[config.mk]
export PLATFORM = sky130hd
export DESIGN_NAME = sd_card_cmd_responder
export DESIGN_NICKNAME = d
export VERILOG_FILES = /design/src/rtl/sd_card_cmd_responder.sv
export SDC_FILE = /design/constraint.sdc
export NUM_CORES = 1
export LEC_CHECK = 0
export BUFFER_PORTS_ARGS = -buffer_cell sky130_fd_sc_hd__buf_2
export CAP_MARGIN = 20
export CORE_MARGIN = 1
export CORE_UTILIZATION = 49
export CTS_CLUSTER_DIAMETER = 100
export DETAILED_ROUTE_END_ITERATION = 8
export GPL_TIMING_DRIVEN = 0
export HOLD_SLACK_MARGIN = 0.05
export PLACE_DENSITY_LB_ADDON = 0.05
export SLEW_MARGIN = 25
export SYNTH_ARGS = -nofsm -noshare
export SYNTH_HDL_FRONTEND = slang
export SYNTH_SLANG_ARGS = --single-unit
[constraint.sdc]
create_clock -name sd_clock -period 4.7 [get_ports sd_clock]
set_input_delay 0.235 -clock sd_clock [delete_from_list [all_inputs] [get_ports sd_clock]]
set_output_delay 0.235 -clock sd_clock [all_outputs]
set_load 0.01 [all_outputs]
[src/rtl/sd_card_cmd_responder.sv]
// Card-side SD CMD line endpoint: receives 48-bit command frames, decodes them and serializes the response.
// Build option: define SD_CMD_CRC_CHECK_EN to reject commands whose received CRC7 does not match.
module sd_card_cmd_responder #(
   parameter int NCR_CYCLES  = 2,
   parameter int RESP_WINDOW = 64
) (
   input  logic        sd_clock,
   input  logic        reset,
   input  logic        cmd_pin_in,
   output logic        cmd_pin_out,
   output logic        cmd_oe,
   output logic        cmd_valid,
   output logic [5:0]  cmd_index,
   output logic [31:0] cmd_argument,
   output logic        frame_error,
   output logic        crc_error,
   input  logic        resp_strobe,
   input  logic        resp_none,
   input  logic [5:0]  resp_index,
   input  logic [31:0] resp_status,
   output logic        resp_timeout,
   output logic        busy
);

   localparam logic [2:0] S_IDLE     = 3'd0;
   localparam logic [2:0] S_RECV     = 3'd1;
   localparam logic [2:0] S_CHECK    = 3'd2;
   localparam logic [2:0] S_WAIT_APP = 3'd3;
   localparam logic [2:0] S_NCR_WAIT = 3'd4;
   localparam logic [2:0] S_SEND     = 3'd5;

   localparam logic [7:0] WIN_LAST = 8'(RESP_WINDOW - 1);
   localparam logic [7:0] NCR_MIN  = 8'(NCR_CYCLES);

   function automatic logic [6:0] crc7_step(input logic [6:0] crc, input logic b);
      logic fb;
      fb = b ^ crc[6];
      return {crc[5:0], 1'b0} ^ (fb ? 7'h09 : 7'h00);
   endfunction

   function automatic logic [6:0] crc7_block(input logic [39:0] d);
      logic [6:0] c;
      c = 7'd0;
      for (int i = 39; i >= 0; i--) begin
         c = crc7_step(c, d[i]);
      end
      return c;
   endfunction

   logic [2:0]  state_q, state_d;
   logic [5:0]  bit_cnt_q, bit_cnt_d;
   logic [46:0] rx_q, rx_d;
   logic [7:0]  win_q, win_d;
   logic [47:0] tx_q, tx_d;
   logic        pin_q, pin_d;
   logic        oe_q, oe_d;
   logic        valid_q, valid_d;
   logic        ferr_q, ferr_d;
   logic        cerr_q, cerr_d;
   logic        tout_q, tout_d;
   logic [5:0]  idx_q, idx_d;
   logic [31:0] arg_q, arg_d;
   logic [6:0]  resp_crc;
`ifdef SD_CMD_CRC_CHECK_EN
   logic [6:0]  rx_crc_q, rx_crc_d;
`else
   logic        crc_field_unused;
   assign crc_field_unused = ^rx_q[7:1];
`endif

   assign resp_crc = crc7_block({2'b00, resp_index, resp_status});

   always_comb begin
      state_d   = state_q;
      bit_cnt_d = bit_cnt_q;
      rx_d      = rx_q;
      tx_d      = tx_q;
      pin_d     = pin_q;
      oe_d      = oe_q;
      valid_d   = 1'b0;
      ferr_d    = 1'b0;
      cerr_d    = 1'b0;
      tout_d    = 1'b0;
      idx_d     = idx_q;
      arg_d     = arg_q;
`ifdef SD_CMD_CRC_CHECK_EN
      rx_crc_d  = rx_crc_q;
`endif
      // Window counter free-runs (saturating); it is zeroed on the end-bit edge
      win_d = (win_q == 8'hFF) ? win_q : win_q + 8'd1;

      case (state_q)
         S_IDLE: begin
            if (!cmd_pin_in) begin
               state_d   = S_RECV;
               bit_cnt_d = 6'd1;
`ifdef SD_CMD_CRC_CHECK_EN
               rx_crc_d  = 7'd0;
`endif
            end
         end
         S_RECV: begin
            rx_d      = {rx_q[45:0], cmd_pin_in};
            bit_cnt_d = bit_cnt_q + 6'd1;
`ifdef SD_CMD_CRC_CHECK_EN
            if (bit_cnt_q <= 6'd39) begin
               rx_crc_d = crc7_step(rx_crc_q, cmd_pin_in);
            end
`endif
            if (bit_cnt_q == 6'd47) begin
               state_d = S_CHECK;
               win_d   = 8'd0;
            end
         end
         S_CHECK: begin
            // rx_q[46] is the transmission bit, rx_q[0] the end bit
            if (!rx_q[46] || !rx_q[0]) begin
               ferr_d  = 1'b1;
               state_d = S_IDLE;
            end
`ifdef SD_CMD_CRC_CHECK_EN
            else if (rx_q[7:1] != rx_crc_q) begin
               cerr_d  = 1'b1;
               state_d = S_IDLE;
            end
`endif
            else begin
               valid_d = 1'b1;
               idx_d   = rx_q[45:40];
               arg_d   = rx_q[39:8];
               state_d = S_WAIT_APP;
            end
         end
         S_WAIT_APP: begin
            if (resp_none) begin
               state_d = S_IDLE;
            end else if (resp_strobe) begin
               tx_d    = {2'b00, resp_index, resp_status, resp_crc, 1'b1};
               state_d = S_NCR_WAIT;
            end else if (win_q == WIN_LAST) begin
               tout_d  = 1'b1;
               state_d = S_IDLE;
            end
         end
         S_NCR_WAIT: begin
            if (win_q >= NCR_MIN) begin
               state_d   = S_SEND;
               pin_d     = tx_q[47];
               oe_d      = 1'b1;
               tx_d      = {tx_q[46:0], 1'b1};
               bit_cnt_d = 6'd47;
            end
         end
         S_SEND: begin
            if (bit_cnt_q != 6'd0) begin
               pin_d     = tx_q[47];
               tx_d      = {tx_q[46:0], 1'b1};
               bit_cnt_d = bit_cnt_q - 6'd1;
            end else begin
               pin_d   = 1'b1;
               oe_d    = 1'b0;
               state_d = S_IDLE;
            end
         end
         default: begin
            state_d = S_IDLE;
         end
      endcase
   end

   always_ff @(posedge sd_clock) begin
      if (reset) begin
         state_q   <= S_IDLE;
         bit_cnt_q <= 6'd0;
         win_q     <= 8'd0;
         pin_q     <= 1'b1;
         oe_q      <= 1'b0;
         valid_q   <= 1'b0;
         ferr_q    <= 1'b0;
         cerr_q    <= 1'b0;
         tout_q    <= 1'b0;
         idx_q     <= 6'd0;
         arg_q     <= 32'd0;
      end else begin
         state_q   <= state_d;
         bit_cnt_q <= bit_cnt_d;
         win_q     <= win_d;
         pin_q     <= pin_d;
         oe_q      <= oe_d;
         valid_q   <= valid_d;
         ferr_q    <= ferr_d;
         cerr_q    <= cerr_d;
         tout_q    <= tout_d;
         idx_q     <= idx_d;
         arg_q     <= arg_d;
      end
   end

   // Shift registers carry data only; the FSM decides when they are meaningful
   always_ff @(posedge sd_clock) begin
      rx_q     <= rx_d;
      tx_q     <= tx_d;
`ifdef SD_CMD_CRC_CHECK_EN
      rx_crc_q <= rx_crc_d;
`endif
   end

   assign cmd_pin_out  = pin_q;
   assign cmd_oe       = oe_q;
   assign cmd_valid    = valid_q;
   assign cmd_index    = idx_q;
   assign cmd_argument = arg_q;
   assign frame_error  = ferr_q;
   assign crc_error    = cerr_q;
   assign resp_timeout = tout_q;
   assign busy         = (state_q != S_IDLE);

endmodule

### Yosys cells after proc, flatten, opt, wreduce, memory -nomap -nowiden

Cells that the tools add are included.

| cells by class | value |
|---|---|
| $add $sub $neg | 3 |
| multipliers | 0 |
| divide/modulo/power cells | 0 |
| magnitude comparators | 1 |
| eq/ne operators | 16 |
| shifts and indexed selects | 0 |
| mux-type cells | 68 |
| bitwise gates (word level) | 77 |
| reductions and logical operators | 17 |

Operator list:

| kind | number |
|---|---|
| $xor 7x4->7 | 35 |
| $mux 48 | 4 |
| $mux 4 | 38 |
| $pmux 48 s3 | 1 |
| $xor 1x1->1 | 34 |
| $mux 8 | 3 |
| $pmux 6 s4 | 1 |
| $mux 3 | 7 |
| $mux 6 | 3 |
| $pmux 3 s6 | 1 |
| $ne 2x2->1 const B | 7 |
| $reduce_and 5->1 | 2 |
| $add 8x1->8 const B | 1 |
| $eq 8x6->1 const B | 1 |
| $eq 8x8->1 const B | 1 |
| $ge 8x2->1 const B | 1 |
| $mux 1 | 7 |
| $add 6x1->6 const B | 1 |
| $eq 3x2->1 const B | 2 |
| $eq 3x3->1 const B | 2 |
| $eq 6x6->1 const B | 1 |
| $reduce_bool 3->1 | 2 |
| $reduce_bool 6->1 | 1 |
| $sub 6x1->6 const B | 1 |
| other kinds (18) | 25 |

| word-level totals | value |
|---|---|
| register bits after elaboration | 155 |
| latch bits | 0 |
| RAM bits | 0 |
| memory bits (read-only) | 0 |
| bits of input ports | 43 |
| output and inout bits | 45 |
| logic and storage cells | 194 |
| memories kept | 0 |

### Longest topological paths before layout

| depth | value |
|---|---|
| depth after elaboration | 110 |
| depth in mapped cells | 11 |
| depth with buffers taken out | 10 |

### Worst setup path after synthesis

No wires, ideal clock.

| path | value |
|---|---|
| kind | flip-flop to flip-flop |
| start | register state_q[1] |
| end | register tx_q[10] (enable) |
| setup time | 472 ps |
| data arrival time | 3357 ps |
| required time | 4228 ps |
| setup slack | 871 ps |
| cell stages (with the launch flop) | 5 |
| path buffers | 1 |
| clock period less this slack | 3829 ps |
| cells stage by stage | dfxtp_1 > clkbuf_1 > nor2b_1 > and2_1 > a22oi_1 |

| on the way | value |
|---|---|
| cells in the longest elaborated chain, start to end | 3 |

Ends and longest elaborated chain:

| item | line | source |
|---|---|---|
| from (decl) | 50 | `logic [2:0] state_q, state_d;` |
| from (signal assigned) | 185 | `state_q <= state_d;` |
| $eq 3x2->1 or $eq 3x3->1 (tied branches) | 92 | `case (state_q)` |
| $ne 2x2->1 (no line) or $reduce_bool 3->1 (tied branches) | n/a |  |
| $reduce_and 5->1 (no line) (*) | n/a |  |
| to (signal assigned) | 202 | `tx_q <= tx_d;` |
| to (decl) | 54 | `logic [47:0] tx_q, tx_d;` |

Mark *: on every way between the ends. The rest lies on a longest branch, timed or not.
A chain may end at the register's enable or synchronous reset.

### Worst setup path after layout

| path | value |
|---|---|
| start | register state_q[2] |
| end | register bit_cnt_q[5] |

| on the way | value |
|---|---|
| cells in the longest elaborated chain, start to end | 3 |

Ends and longest elaborated chain:

| item | line | source |
|---|---|---|
| $eq 3x3->1 (tied with other cells) | 92 |  |
| $reduce_bool 4->1 (no line) or $ne 2x2->1 (tied branches) | n/a |  |
| $reduce_and 4->1 (no line) | n/a |  |
| to (signal assigned) | 186 | `bit_cnt_q <= bit_cnt_d;` |
| to (decl) | 51 | `logic [5:0] bit_cnt_q, bit_cnt_d;` |

Several ways; a longest one is shown, not always the timed one.

==> reports/metrics.json <==
{
  "status": "completed",
  "drt_iter0_markers": 293,
  "post-synth-top-area-fraction_pct": 42.37,
  "combinational_fraction_of_design_power_pct": 19.5,
  "vdd_ir_drop_max_v": 0.0003542,
  "remaining_drc_errors": 0,
  "worst-setup-path-type": "reg2reg",
  "globalRoute.totalOverflow": 0,
  "worst_r2r_dst": "bit_cnt_q[5]$_SDFFE_PP0P_",
  "timing_worst_slew_pin_value_ns": 0.6944,
  "post_cts_buffers": 0,
  "cts_clock_pin_slew_for_the_worst_setup_and_hold_paths_ns": 0.06,
  "swShare_pct": 25.44,
  "relative_max_transition_margin_pct": 53.71,
  "synthesis.nets": 672,
  "total_routing_usage_gr_pct": 20.08,
  "pin_count_of_the_biggest_net_entering_global_routing": 27,
  "p_leak_nw": 3.208,
  "post_layout_minimum_cycle_time_ns": 3.154,
  "hold-path-cell-count": 3,
  "reg2reg_from": "state_q[2]$_SDFFE_PP0P_",
  "simple_gate_portion_of_the_synthesized_area_pct": 16.77,
  "wirelength_met1_mm": 6.101,
  "worst_clock_skew_on_the_final_layout_ns": 0.01438,
  "xor_and_xnor_area_share_after_synthesis_pct": 12.42,
  "timing.final.setup_violations": 0,
  "worstSkewPairLatency_ns": 0.42,
  "timing.setup.tns_ns": 0,
  "finalWorstSetupSlack_ns": 1.546,
  "die_area_mm2": 0.01406,
  "worstHoldEndpoint": "tx_q[22]$_DFFE_PP_",
  "hold-worst-slack_ns": 0.1110,
  "synth.most_common_cell": "sky130_fd_sc_hd__nand2_1",
  "synth.yosys.seq_area_share_pct": 60.41,
  "starting_density_of_the_core_pct": 50.30,
  "gp_routability_congestion": 0.8484,
  "endpoint_kind": "flop",
  "coreArea_mm2": 0.01324,
  "final_antenna_net_count": 0,
  "worst_hold_startpoint": "resp_status[14]",
  "antennaDiodeCount": 0,
  "finalWirelength_mm": 13.18,
  "final_max_tran_viols": 0,
  "initial_drt_pass_iterations": 4,
  "place.port_buffers": 86,
  "post_synth_fa_ha_maj_area_fraction_pct": 1.427,
  "yosysWarnings": 0,
  "global_route_wire_length_before_repair_mm": 21.90,
  "clock-root-buffer": "sky130_fd_sc_hd__clkbuf_16",
  "io-pin-count": 88,
  "final_cell_count_no_fill": 922,
  "h-tree-depth": 4,
  "synth_top_flop_cell": "sky130_fd_sc_hd__edfxtp_1",
  "power.internal_mw": 2.743,
  "async_s_r_ff_share_synth_pct": 0,
  "pwr_density_cell_mw_per_mm2": 459.2,
  "core.rowCount": 42,
  "placedCellCount": 889,
  "tritoncts_clock_tree": "yes",
  "ff2ff_path_depth": 11,
  "dr_wl_met3_um": 535,
  "top_cells_by_area_synth": "sky130_fd_sc_hd__edfxtp_1 42%, sky130_fd_sc_hd__dfxtp_1 18%, sky130_fd_sc_hd__nand2_1 12%",
  "synth_edf_count": 94,
  "height_of_the_die_um": 118.6,
  "period_share_pct": 67.11,
  "hp_class": "in2reg",
  "setup_repair_after_global_routing_missed_its_margin": "false",
  "yosysTopAreaCell": "sky130_fd_sc_hd__edfxtp_1",
  "cts_buffers": 17,
  "timing.critical_path.cells": "clkbuf_1 -> nor2b_1 -> and2_1 -> ha_1 -> a21o_1 -> a21oi_1 -> o21bai_1 -> a21oi_1 -> mux2i_1 -> o22a_1 -> a21oi_1",
  "vias_in_the_first_global_route": 4417,
  "grt_antenna_before_repair": 0,
  "hold_violations": 0,
  "fmaxAchievable_mhz": 317.0,
  "nets": 783,
  "area.growth.synth_to_final_pct": 20.27,
  "routed-via-count": 4595,
  "largest_family_of_logic_cells_by_synthesized_area": "simple AND/OR/NAND/NOR gates",
  "switching_power_mw": 0.9360,
  "worstPathMaxFanout": 10,
  "post_synth_mux_area_share_pct": 0.9016,
  "ctsLongestPathBuffers": 2,
  "critical_path_source": "state_q[2]$_SDFFE_PP0P_",
  "yosys_register_bits": 154,
  "p_clk_share_pct": 37.4,
  "timing.critical_path.arrival_ns": 3.43,
  "mappedNetlistArea_mm2": 0.006661,
  "place_ws_ns": 1.618,
  "synth_compound_area_share_pct": 6.161,
  "worst-endpoint-required_ns": 4.98,
  "syn_avg_cell_area_um2": 10.71,
  "cap_violations": 0,
  "synthCells": 622,
  "yosys.cell_types.count": 44,
  "wl_per_cell_um": 14.30,
  "synth.cells.most_frequent": "210 x sky130_fd_sc_hd__nand2_1, 94 x sky130_fd_sc_hd__edfxtp_1, 60 x sky130_fd_sc_hd__dfxtp_1",
  "met2_wirelength_mm": 6.406,
  "cts_num_sinks": 154,
  "startpoint_kind_of_the_worst_setup_timing_path": "flop",
  "die-width_um": 118.6,
  "dp_hpwl_mm": 9.539,
  "post_route_cells_drive_above_1_share_pct": 17.56,
  "cp_common_cell": "sky130_fd_sc_hd__a21oi_1",
  "post_drt_via_cell_ratio": 4.984,
  "top_signal_layer_used": "met4",
  "reg2reg_setup_slack_ns": 1.55,
  "cp_slowest_stage_delay_ns": 0.38,
  "critical_path.slowest_cell": "sky130_fd_sc_hd__clkbuf_1",
  "p_seq_share_pct": 43.2
}
layer usage:
metal	vias up	GRT usage, %
li1	2316	-
met1	2174	26.43
met2	91	32.46
met3	14	5.261
met4	0	6.250
met5	-	0
cell type report:
type | count | area [um2]
multi-input cells | 436 | 2526
fillers | 1154 | 5231
clock buffers | 21 | 461.7
plain buffers | 29 | 112.6
clock inverters | 11 | 133.9
repair buffers | 92 | 521.8
well taps | 176 | 220.2
flip-flops and latches | 154 | 4024
inverters | 3 | 11.26
sequential cells by signal (all words and copies together), names as in the netlist, 3 cells and up:
register      flops
state_q           3
cmd_argument     32
cmd_index         6
rx_q             47
bit_cnt_q         6
tx_q             47
win_q             8
logic make-up after synthesis:
kind of cell | after synthesis
adder cells (fa/ha/maj) | 7
buffers and inverters | 32
other | 1
flip-flops | 154
multiplexers | 6
AO/OA/AOI/OAI | 75
XOR/XNOR | 73
AND/OR/NAND/NOR | 274
how the worst max path moves through the flow:
stage	end	slack (ns)	cells past startpoint
CTS	bit_cnt_q[5]$_SDFFE_PP0P_	1.57	11
finish	bit_cnt_q[5]$_SDFFE_PP0P_	1.55	11
detailed placement	bit_cnt_q[5]$_SDFFE_PP0P_	1.62	11
global route	bit_cnt_q[5]$_SDFFE_PP0P_	1.37	11
floorplan	tx_q[10]$_DFFE_PP_	0.87	4
global placement	tx_q[20]$_DFFE_PP_	-0.32	5
cells in the final DEF, fill, tap and decap left out, drive strengths merged, types with 2 or more instances in the layout:
cell	synthesis	routed
and3	3	3
nand2	210	210
o21bai	2	2
nand3	4	4
xor3	2	2
clkinv	0	4
dfxtp	60	60
bufinv	0	2
nor4bb	2	2
nor4	2	2
edfxtp	94	94
xnor2	50	50
o21ai	6	6
buf	1	92
xnor3	8	8
and2	5	5
xor2	13	13
a211oi	2	2
nor2	28	28
inv	3	8
nand2b	5	5
ha	6	6
clkbuf	28	49
a21oi	57	57
nor3	7	7
or3	3	3
mux2i	6	6
timing repair:
action / CTS / global route
hold endpoints to repair: 1 / 0
hold buffers: 1 / 0
resized for setup: 0 / 0
worst max-delay path, delay by kind of cell, from the launching register on:
kind,cells,cell delay (ns)
adder cells (fa/ha/maj),1,0.28
flip-flops,1,0.36
multiplexers,1,0.28
AND/OR/NAND/NOR,2,0.66
buffers and inverters,1,0.38
AO/OA/AOI/OAI,6,1.05
per-stage QoR:
stage / util (%) / area, um2 / power, mW
finish: 60.50 / 8011 / 3.679
global route: 60.50 / 8011 / 3.836
CTS: 60.50 / 8011 / 3.715
detailed placement: 55.92 / 7406 / 2.333
global placement: 55.22 / 7312 / 2.304
floorplan: - / 6661 / 2.167
power groups by stage:
stage / clock, mW / sequential (mW) / combinational (mW)
6_report: 1.37 / 1.59 / 0.716
5_1_grt: 1.46 / 1.60 / 0.779
4_1_cts: 1.40 / 1.59 / 0.722
3_5_place_dp: 0 / 1.62 / 0.717
3_3_place_gp: 0 / 1.62 / 0.683
2_1_floorplan: 0 / 1.61 / 0.557
(Power assumes the default switching activity.)
